## src/rtl/sq_wave_pkg.sv

```systemverilog
// Shared definitions for the Square_wave generator configuration path:
// divider width, disable code, step-index width and sweep sequencer states.
package sq_wave_pkg;

    localparam int SQW_DIV_W        = 16;
    localparam int SQW_DISABLE_CODE = 65535;
    localparam int SQW_STEP_IDX_W   = 8;

    typedef enum logic [2:0] {
        ST_IDLE,
        ST_LOAD,
        ST_DWELL,
        ST_SHUTDOWN,
        ST_DONE
    } sweep_state_t;

endpackage

```

## src/rtl/square_wave_sweep_ctrl_if.sv

```systemverilog
// Generator configuration channel: half-period divider offered under a valid/ready handshake.
interface square_wave_sweep_ctrl_if
    import sq_wave_pkg::*;
#(
    parameter int DIV_W = SQW_DIV_W
);

    logic [DIV_W-1:0] Cfg_Half_Div;
    logic             Cfg_Valid;
    logic             Cfg_Ready;

    modport master (
        output Cfg_Half_Div,
        output Cfg_Valid,
        input  Cfg_Ready
    );

    modport slave (
        input  Cfg_Half_Div,
        input  Cfg_Valid,
        output Cfg_Ready
    );

endinterface

```

## src/rtl/sweep_dwell_timer.sv

```systemverilog
// Dwell counter for the sweep sequencer: counts 0..DURATION-1 while enabled and
// flags the last count so the sequencer can leave the dwell on that same edge.
module sweep_dwell_timer #(
    parameter int DURATION = 10000
) (
    input  logic Sys_Clock,
    input  logic Reset,
    input  logic clear,
    input  logic enable,
    output logic tc
);

    localparam int CNT_W = (DURATION > 1) ? $clog2(DURATION) : 1;
    localparam logic [CNT_W-1:0] LAST_CNT = CNT_W'(DURATION - 1);

    logic [CNT_W-1:0] count;

    always_ff @(posedge Sys_Clock) begin
        if (Reset || clear) begin
            count <= '0;
        end else if (enable) begin
            count <= (count == LAST_CNT) ? '0 : count + CNT_W'(1);
        end
    end

    assign tc = enable && (count == LAST_CNT);

endmodule

```

## src/rtl/square_wave_sweep_ctrl.sv

```systemverilog
// Frequency-sweep sequencer: walks the generator's half-period divider from
// MAX_HALF_DIV down to MIN_HALF_DIV, dwelling on each, then parks it with DISABLE_CODE.
module square_wave_sweep_ctrl
    import sq_wave_pkg::*;
#(
    parameter int DURATION     = 10000,
    parameter int MAX_HALF_DIV = 5400,
    parameter int MIN_HALF_DIV = 54,
    parameter int DIV_STEP     = 54,
    parameter int DISABLE_CODE = SQW_DISABLE_CODE,
    parameter int DIV_W        = SQW_DIV_W
) (
    input  logic                          Sys_Clock,
    input  logic                          Reset,
    input  logic                          Start,
    input  logic                          Abort,
    square_wave_sweep_ctrl_if.master      cfg,
    output logic                          Sweep_Busy,
    output logic                          Sweep_Done,
    output logic [SQW_STEP_IDX_W-1:0]     Step_Index
);

    if (MIN_HALF_DIV > MAX_HALF_DIV) begin : g_chk_div_order
        $error("MIN_HALF_DIV must not exceed MAX_HALF_DIV");
    end
    if (DIV_STEP < 1) begin : g_chk_step
        $error("DIV_STEP must be at least 1");
    end
    if (DURATION < 1) begin : g_chk_duration
        $error("DURATION must be at least 1");
    end
    if (MAX_HALF_DIV == DISABLE_CODE) begin : g_chk_disable
        $error("MAX_HALF_DIV must differ from DISABLE_CODE");
    end

    localparam logic [DIV_W-1:0] MAX_D  = DIV_W'(MAX_HALF_DIV);
    localparam logic [DIV_W-1:0] MIN_D  = DIV_W'(MIN_HALF_DIV);
    localparam logic [DIV_W-1:0] STEP_D = DIV_W'(DIV_STEP);
    localparam logic [DIV_W-1:0] DIS_D  = DIV_W'(DISABLE_CODE);
    localparam logic [DIV_W:0]   MIN_X  = (DIV_W+1)'(MIN_HALF_DIV);
    localparam logic [DIV_W:0]   STEP_X = (DIV_W+1)'(DIV_STEP);

    sweep_state_t                state_q,    state_n;
    logic [DIV_W-1:0]            cur_div_q,  cur_div_n;
    logic [DIV_W-1:0]            half_div_q, half_div_n;
    logic                        valid_q,    valid_n;
    logic                        busy_q,     busy_n;
    logic                        done_q,     done_n;
    logic                        abort_q,    abort_n;
    logic [SQW_STEP_IDX_W-1:0]   step_q,     step_n;

    logic             transfer;
    logic             dwell_tc;
    logic             abort_req;
    logic [DIV_W:0]   div_gap;
    logic [DIV_W-1:0] div_next;

    sweep_dwell_timer #(
        .DURATION (DURATION)
    ) u_dwell_timer (
        .Sys_Clock (Sys_Clock),
        .Reset     (Reset),
        .clear     (state_q != ST_DWELL),
        .enable    (state_q == ST_DWELL),
        .tc        (dwell_tc)
    );

    assign transfer  = valid_q && cfg.Cfg_Ready;
    assign abort_req = abort_q || Abort;

    // Gap to the floor is taken one bit wider so the last step clamps to MIN instead of wrapping.
    assign div_gap  = {1'b0, cur_div_q} - MIN_X;
    assign div_next = (div_gap <= STEP_X) ? MIN_D : (cur_div_q - STEP_D);

    always_ff @(posedge Sys_Clock) begin
        if (Reset) begin
            state_q    <= ST_IDLE;
            cur_div_q  <= MAX_D;
            half_div_q <= DIS_D;
            valid_q    <= 1'b0;
            busy_q     <= 1'b0;
            done_q     <= 1'b0;
            abort_q    <= 1'b0;
            step_q     <= '0;
        end else begin
            state_q    <= state_n;
            cur_div_q  <= cur_div_n;
            half_div_q <= half_div_n;
            valid_q    <= valid_n;
            busy_q     <= busy_n;
            done_q     <= done_n;
            abort_q    <= abort_n;
            step_q     <= step_n;
        end
    end

    always_comb begin
        state_n    = state_q;
        cur_div_n  = cur_div_q;
        half_div_n = half_div_q;
        valid_n    = valid_q;
        busy_n     = busy_q;
        done_n     = 1'b0;
        abort_n    = abort_q;
        step_n     = step_q;

        case (state_q)
            ST_IDLE: begin
                if (Start && !Abort) begin
                    state_n    = ST_LOAD;
                    cur_div_n  = MAX_D;
                    half_div_n = MAX_D;
                    valid_n    = 1'b1;
                    busy_n     = 1'b1;
                    abort_n    = 1'b0;
                    step_n     = '0;
                end
            end
            // An abort here only arms the latch; the offered divider stays put until accepted.
            ST_LOAD: begin
                abort_n = abort_req;
                if (transfer) begin
                    if (step_q != '1) begin
                        step_n = step_q + 1'b1;
                    end
                    if (abort_req) begin
                        state_n    = ST_SHUTDOWN;
                        half_div_n = DIS_D;
                    end else begin
                        state_n = ST_DWELL;
                        valid_n = 1'b0;
                    end
                end
            end
            ST_DWELL: begin
                if (abort_req) begin
                    abort_n    = 1'b1;
                    state_n    = ST_SHUTDOWN;
                    half_div_n = DIS_D;
                    valid_n    = 1'b1;
                end else if (dwell_tc) begin
                    valid_n = 1'b1;
                    if (cur_div_q == MIN_D) begin
                        state_n    = ST_SHUTDOWN;
                        half_div_n = DIS_D;
                    end else begin
                        state_n    = ST_LOAD;
                        cur_div_n  = div_next;
                        half_div_n = div_next;
                    end
                end
            end
            ST_SHUTDOWN: begin
                if (transfer) begin
                    valid_n = 1'b0;
                    busy_n  = 1'b0;
                    abort_n = 1'b0;
                    if (abort_q) begin
                        state_n = ST_IDLE;
                    end else begin
                        state_n = ST_DONE;
                        done_n  = 1'b1;
                    end
                end
            end
            ST_DONE: begin
                state_n = ST_IDLE;
            end
            default: begin
                state_n = ST_IDLE;
                valid_n = 1'b0;
                busy_n  = 1'b0;
                abort_n = 1'b0;
            end
        endcase
    end

    assign cfg.Cfg_Half_Div = half_div_q;
    assign cfg.Cfg_Valid    = valid_q;
    assign Sweep_Busy       = busy_q;
    assign Sweep_Done       = done_q;
    assign Step_Index       = step_q;

endmodule

```

## src/flat_wrapper.sv

```systemverilog
// flat-port wrapper written by rule: the top's interface ports become plain ports
module square_wave_sweep_ctrl_flat import sq_wave_pkg::*;
#(
    parameter int DURATION     = 10000,
    parameter int MAX_HALF_DIV = 5400,
    parameter int MIN_HALF_DIV = 54,
    parameter int DIV_STEP     = 54,
    parameter int DISABLE_CODE = SQW_DISABLE_CODE,
    parameter int DIV_W        = SQW_DIV_W
)
  (Sys_Clock, Reset, Start, Abort, Sweep_Busy, Sweep_Done, Step_Index, cfg_Cfg_Half_Div, cfg_Cfg_Valid, cfg_Cfg_Ready);
  square_wave_sweep_ctrl_if #(.DIV_W(DIV_W)) cfg_i ();
  input  logic Sys_Clock;
  input  logic Reset;
  input  logic Start;
  input  logic Abort;
  output logic Sweep_Busy;
  output logic Sweep_Done;
  output logic [SQW_STEP_IDX_W-1:0] Step_Index;
  output wire logic [$bits(cfg_i.Cfg_Half_Div)-1:0] cfg_Cfg_Half_Div;
  output wire logic [$bits(cfg_i.Cfg_Valid)-1:0] cfg_Cfg_Valid;
  input wire logic [$bits(cfg_i.Cfg_Ready)-1:0] cfg_Cfg_Ready;
  assign cfg_Cfg_Half_Div = cfg_i.Cfg_Half_Div;
  assign cfg_Cfg_Valid = cfg_i.Cfg_Valid;
  assign cfg_i.Cfg_Ready = cfg_Cfg_Ready;
  square_wave_sweep_ctrl #(.DURATION(DURATION), .MAX_HALF_DIV(MAX_HALF_DIV), .MIN_HALF_DIV(MIN_HALF_DIV), .DIV_STEP(DIV_STEP), .DISABLE_CODE(DISABLE_CODE), .DIV_W(DIV_W)) u_core (.Sys_Clock(Sys_Clock), .Reset(Reset), .Start(Start), .Abort(Abort), .cfg(cfg_i), .Sweep_Busy(Sweep_Busy), .Sweep_Done(Sweep_Done), .Step_Index(Step_Index));
endmodule
```

## config.mk

```make
export PLATFORM = sky130hd
export DESIGN_NAME = square_wave_sweep_ctrl_flat
export DESIGN_NICKNAME = d
export VERILOG_FILES = /design/src/rtl/sq_wave_pkg.sv /design/src/rtl/square_wave_sweep_ctrl_if.sv /design/src/rtl/sweep_dwell_timer.sv /design/src/rtl/square_wave_sweep_ctrl.sv /design/src/flat_wrapper.sv
export SDC_FILE = /design/constraint.sdc
export NUM_CORES = 1
export LEC_CHECK = 0
export BUFFER_PORTS_ARGS = -buffer_cell sky130_fd_sc_hd__buf_4
export CAP_MARGIN = 20
export CELL_PAD_IN_SITES_DETAIL_PLACEMENT = 0
export CELL_PAD_IN_SITES_GLOBAL_PLACEMENT = 2
export CORE_MARGIN = 2
export CORE_UTILIZATION = 34
export CTS_BUF_LIST = sky130_fd_sc_hd__clkbuf_4 sky130_fd_sc_hd__clkbuf_8
export DETAILED_ROUTE_END_ITERATION = 8
export GPL_ROUTABILITY_DRIVEN = 0
export PLACE_DENSITY_LB_ADDON = 0.1
export SLEW_MARGIN = 0
export SYNTH_ARGS = -nofsm -noshare
export SYNTH_HDL_FRONTEND = slang
export SYNTH_SLANG_ARGS = --single-unit
```

## constraint.sdc

```tcl
create_clock -name Sys_Clock -period 2.2 [get_ports Sys_Clock]
set_input_delay 0.33 -clock Sys_Clock [delete_from_list [all_inputs] [get_ports Sys_Clock]]
set_output_delay 0.33 -clock Sys_Clock [all_outputs]
set_load 0.1 [all_outputs]
```

# [Word level (Yosys, flattened, before mapping)]
# Index checks and enable logic that the tools add are counted.
# Widths: inputs -> output; s select.
[totals] regBits=61 inputBits=5 out_inout_bits=27 elab_cells=94
[op_classes] addsub=4 order_cmp=1 n_eq_ne=19 n_mux=38 bitwise=4 reduce_logical=19
[op_table] op="$mux 16" count=10
[op_table] op="$pmux 16 s3" count=1
[op_table] op="$pmux 16 s2" count=1
[op_table] op="$mux 8" count=3
[op_table] op="$mux 3" count=6
[op_table] op="$le 17x6->1 const B" count=1
[op_table] op="$sub 16x6->17 const B" count=1
[op_table] op="$eq 16x6->1 const B" count=1
[op_table] op="$pmux 8 s2" count=1
[op_table] op="$sub 16x6->16 const B" count=1
[op_table] op="$add 14x1->14 const B" count=1
[op_table] op="$eq 14x14->1 const B" count=1
[op_table] op="$mux 14" count=1
[op_table] op="$ne 2x1->1 const B" count=7
[op_table] op="$pmux 3 s4" count=1
[op_table] op="$reduce_and 4->1" count=3
[op_table] op="$mux 1" count=10
[op_table] op="$pmux 1 s5" count=2
[op_table] op="$reduce_and 5->1" count=2
[op_table] op="$add 8x1->8 const B" count=1
[op_table] op="$ne 8x8->1 const B" count=1
[op_table] op="$eq 3x2->1 const B" count=2
[op_table] op="$ne 2x2->1 const B" count=3
[op_table] op="$reduce_and 6->1" count=1
[op_table] op="15 further kinds" count=23

# [Depth between registers and ports, before layout]
[logic_depth] word_depth=7 depth_mapped=9 depth_no_buf=8

# [By module]
# Synthesis repeated with hierarchy kept, for this count alone.
[hier_totals] cells_unflattened=399 hier_area_um2=3293.2
[by_module_without_submodules] module="square_wave_sweep_ctrl" instances=1 cells_each=324 area_each_um2=2631.3 seq_area_each_um2=940.9
[by_module_without_submodules] module="sweep_dwell_timer" instances=1 cells_each=75 area_each_um2=661.9 seq_area_each_um2=280.3

# [Worst setup path before layout]
# Ideal clock, no wire load.
[synth_timing] kind="register to register" start="register u_core.valid_q (netlist: u_core.cfg.Cfg_Valid)" end="register u_core.half_div_q[3] (netlist: u_core.cfg.Cfg_Half_Div[3])" setup_time_ps=120 t_arrival_ps=2433 t_required_ps=2080 slack_ps=-353 path_stages_with_launch=7 path_buffers=0 period_less_slack_ps=2553 cell_sequence="dfxtp_1 > nand2_1 > a22oi_1 > o2111ai_1 > or3_1 > a21oi_1 > nand2_1"
[synth_via] elab_chain_len=3
[synth_lines] element="from (decl)" line="square_wave_sweep_ctrl.sv:46" text="logic valid_q, valid_n;"
[synth_lines] element="from (signal assigned)" line="square_wave_sweep_ctrl.sv:89" text="valid_q <= valid_n;"
[synth_lines] element="$logic_and 1x1->1" line="square_wave_sweep_ctrl.sv:68" text="assign transfer = valid_q && cfg.Cfg_Ready;"
[synth_lines] element="$ne 2x1->1 (no line)"
[synth_lines] element="$reduce_and 5->1 (no line)"
[synth_lines] element="to (signal assigned)" line="square_wave_sweep_ctrl.sv:88" text="half_div_q <= half_div_n;"
[synth_lines] element="to (decl)" line="square_wave_sweep_ctrl.sv:45" text="logic [DIV_W-1:0] half_div_q, half_div_n;"
# Every way passes these cells.
# A chain may end at the register's enable or synchronous reset.

# [Final worst setup path]
[layout_timing] start="register u_core.cur_div_q[6]" end="register u_core.half_div_q[4] (netlist: u_core.cfg.Cfg_Half_Div[4])"
[layout_via] elab_chain_len=7 word_cells_on_any_way=8 cone_classes="1 x add/sub; 1 x order compare; 1 x eq/ne; 5 x mux"
[layout_lines] element="from (decl)" line="square_wave_sweep_ctrl.sv:44" text="logic [DIV_W-1:0] cur_div_q, cur_div_n;"
[layout_lines] element="from (signal assigned)" line="square_wave_sweep_ctrl.sv:87" text="cur_div_q <= cur_div_n;"
[layout_lines] element="$sub 16x6->17" line="square_wave_sweep_ctrl.sv:72" text="assign div_gap = {1'b0, cur_div_q} - MIN_X;"
[layout_lines] element="$le 17x6->1" line="square_wave_sweep_ctrl.sv:73" text="assign div_next = (div_gap <= STEP_X) ? MIN_D : (cur_div_q - STEP_D);"
[layout_lines] element="$mux 16" line="square_wave_sweep_ctrl.sv:73"
[layout_lines] element="$mux 16 *" line="square_wave_sweep_ctrl.sv:143" text="if (cur_div_q == MIN_D) begin"
[layout_lines] element="$mux 16 *" line="square_wave_sweep_ctrl.sv:141" text="end else if (dwell_tc) begin"
[layout_lines] element="$mux 16 *" line="square_wave_sweep_ctrl.sv:136" text="if (abort_req) begin"
[layout_lines] element="$pmux 16 s3 *" line="square_wave_sweep_ctrl.sv:107" text="case (state_q)"
# Mark *: on every way between the ends. The rest lies on a longest branch, timed or not. The select of a mux whose other input is x is not followed.

==> flow_metrics.py <==
metrics = {
    "status": {
        "outcome": "finished, final reports clean",
    },
    "timing": {
        "finalClockSkew_ps": 12.6,
        "hold_violations": 0,
        "slew_headroom": 0.578,
        "hold_ws_ps": 341,
        "finalWorstSetupSlack_ps": 68.8,
        "grt_setup_unrepaired": "true",
        "finalMaxSlewViolations": 0,
        "post-route-min-period_ps": 2130,
        "finalSetupViolCount": 0,
        "tightestPinTransition_ps": 627,
        "setup_tns_ps": 0,
        "fmax_mhz": 469,
        "fin_crit_sh": 0.969,
    },
    "setup_path": {
        "crit_required_ps": 2420,
        "path_max_fanout": 9,
        "r2r_slack_ps": 70,
        "setup.worst_path.class": "reg -> reg",
        "worstPathArrival_ps": 2350,
        "endpoint_kind": "flip-flop",
        "r2r_cells": 6,
        "rr_startpoint": "u_core.cur_div_q[6]",
        "r2r_end": "u_core.cfg.Cfg_Half_Div[4]",
        "start_kind": "flip-flop",
    },
    "power_and_ir_drop": {
        "power.density_nw_per_um2": 1080,
        "peakVddDrop_v": 0.000643,
        "power.total_mw": 4.84,
        "p_leak_nw": 1.74,
    },
    "floorplanning": {
        "row_count": 35,
        "io_pins": 32,
        "die_y_um": 101,
        "die_w_um": 101,
        "design.die.area_um2": 10200,
        "core_area_um2": 9200,
        "start_util": 0.349,
    },
    "synthesis": {
        "ys_warn_count": 0,
        "syn_avg_cell_area_um2": 8.55,
        "synth.distinct_cells": 59,
        "syn_area_um2": 3210,
        "synth_ff_type": "dfxtp_1",
        "synth_seq_cells": 61,
        "yosysSeqAreaShare": 0.381,
        "synth_edf_count": 0,
        "synth_fp_nets": 384,
        "async_flop_share": 0,
        "syn_inst": 375,
    },
    "cts": {
        "cts_buffers": 9,
        "cts_sinks": 61,
        "cts_max_level": 3,
        "cts_hold_buf": 0,
        "cts_buffer_depth": 2,
        "root_buffer": "clkbuf_8",
        "insertion_delay_ps": 340,
        "path_clk_slew_ps": 80,
        "cts_tree": "built",
    },
    "cells_and_area": {
        "fillers": 921,
        "nets": 478,
        "fin_cells": 585,
        "fin_util": 0.486,
        "layout_commonest_cell": "buf_4",
        "design_area_um2": 4470,
        "n_antenna_cell": 0,
        "final_cell_mix": "buf_4 (102), dfxtp_1 (50), nor2_1 (37)",
        "syn2layout_area_growth_pct": 39.4,
        "drive_above_1_share": 0.367,
    },
    "routing": {
        "drc": 0,
        "wl_per_cell_um": 16.8,
        "first_pass_iters": 4,
        "wirelength_um": 9830,
        "drt_iter0_drc": 130,
        "drtAntennaViolNets": 0,
        "via_per_inst": 5.40,
        "vias": 3158,
    },
    "run": {
        "maxCapViolations": 0,
    },
    "min_path": {
        "min_from": "cfg_Cfg_Ready",
        "whs_endpoint": "u_core.Sweep_Busy",
        "hold_depth": 4,
        "hp-class": "in -> reg",
    },
    "global_route": {
        "grt_max_degree": 32,
        "track_usage": 0.199,
        "grt_pass1_vias": 3091,
        "grt_antenna_before_repair": 0,
        "grt_overflow": 0,
        "grt_pass1_wl_um": 15900,
    },
    "placed_design": {
        "numPlacedInstances": 565,
        "port_buffers": 31,
        "place_hpwl_um": 7100,
        "dpl_cell_area_um2": 4010,
        "dp_slack_ps": -84.1,
    },
}
## cells by family (layout without fill, tap and decap cells)
| logic type | after synthesis | count (layout) | share of synthesized area |
|---|---|---|---|
| XOR/XNOR | 29 | 29 | 0.0792 |
| adder cells (fa/ha/maj) | 4 | 4 | 0.0156 |
| AND/OR/NAND/NOR | 166 | 166 | 0.278 |
| buffers and inverters | 28 | 127 | 0.0390 |
| flip-flops | 61 | 61 | 0.381 |
| AO/OA/AOI/OAI | 86 | 86 | 0.204 |
| multiplexers | 1 | 1 | 0.00312 |
## worst max path at each step
stage,startpoint,to,depth (start not counted)
global placement,u_core.u_dwell_timer.count[0],u_core.cfg.Cfg_Half_Div[3],7
finish,u_core.cur_div_q[6],u_core.cfg.Cfg_Half_Div[4],6
global route,u_core.cur_div_q[9],u_core.cfg.Cfg_Half_Div[9],7
CTS,u_core.cur_div_q[2],u_core.cur_div_q[2],7
floorplan,u_core.Step_Index[5],u_core.Step_Index[7],7
detailed placement,u_core.cur_div_q[1],u_core.cur_div_q[2],7
## synthesized netlist by cell type (all sizes together) (5+ instances only)
cell | instances | share of area
nor3 | 9 | 0.014
a21oi | 16 | 0.025
and2 | 5 | 0.011
dfxtp | 61 | 0.38
xor2 | 15 | 0.041
nor2 | 38 | 0.044
or3 | 9 | 0.019
xnor2 | 14 | 0.038
nand2 | 35 | 0.041
nand3 | 12 | 0.019
and3 | 5 | 0.0098
o311ai | 6 | 0.016
nand2b | 10 | 0.020
o211ai | 10 | 0.025
inv | 8 | 0.0094
o21bai | 5 | 0.012
or2 | 5 | 0.0098
o21ai | 8 | 0.014
clkbuf | 13 | 0.015
nor4 | 8 | 0.022
buf | 7 | 0.014
nand4 | 13 | 0.025
## critical path, cell delays in order (launching register included)
cell and delay [ps]:
dfxtp_1 370, or3_4 430, or4_4 500, and2_4 180, o211a_4 180, a2111oi_2 300, a21oi_1 60
## layout make-up
class                      count  area, um2  area share
clock buffer                  13        166      0.0372
clock inverter                 3       67.6      0.0151
inverter                       8       30.0     0.00672
multi-input combinational    286       2050       0.459
sequential                    61       1240       0.277
tap                          111        139      0.0311
timing repair buffer         103        777       0.174
## layer usage
metal  up-vias  track usage  share of wire
met5         -            0              0
met2        41        0.323           0.48
met1      1521        0.266           0.48
met3        13       0.0305          0.025
met4         0       0.0780          0.015
li1       1583            -              -
## power by group
group          switching, mW  internal, mW  leakage [nW]
Clock                  0.464         0.726         0.117
Sequential             0.102          1.24         0.500
Combinational           1.57         0.741          1.13
## flip-flops by register name (all words and copies together) (netlist names), 3 cells and up
register                    cells
u_core.cfg.Cfg_Half_Div        16
u_core.cur_div_q               16
u_core.u_dwell_timer.count     14
u_core.Step_Index               8
u_core.state_q                  3
## repair_timing
action,4_1_cts,5_1_grt
pin swaps,0,13
resized for setup,6,36
setup buffers,0,4
endpoints found under the hold margin,0,0
setup endpoints to repair,15,27
No activity file was read; power rests on OpenSTA's default activity.
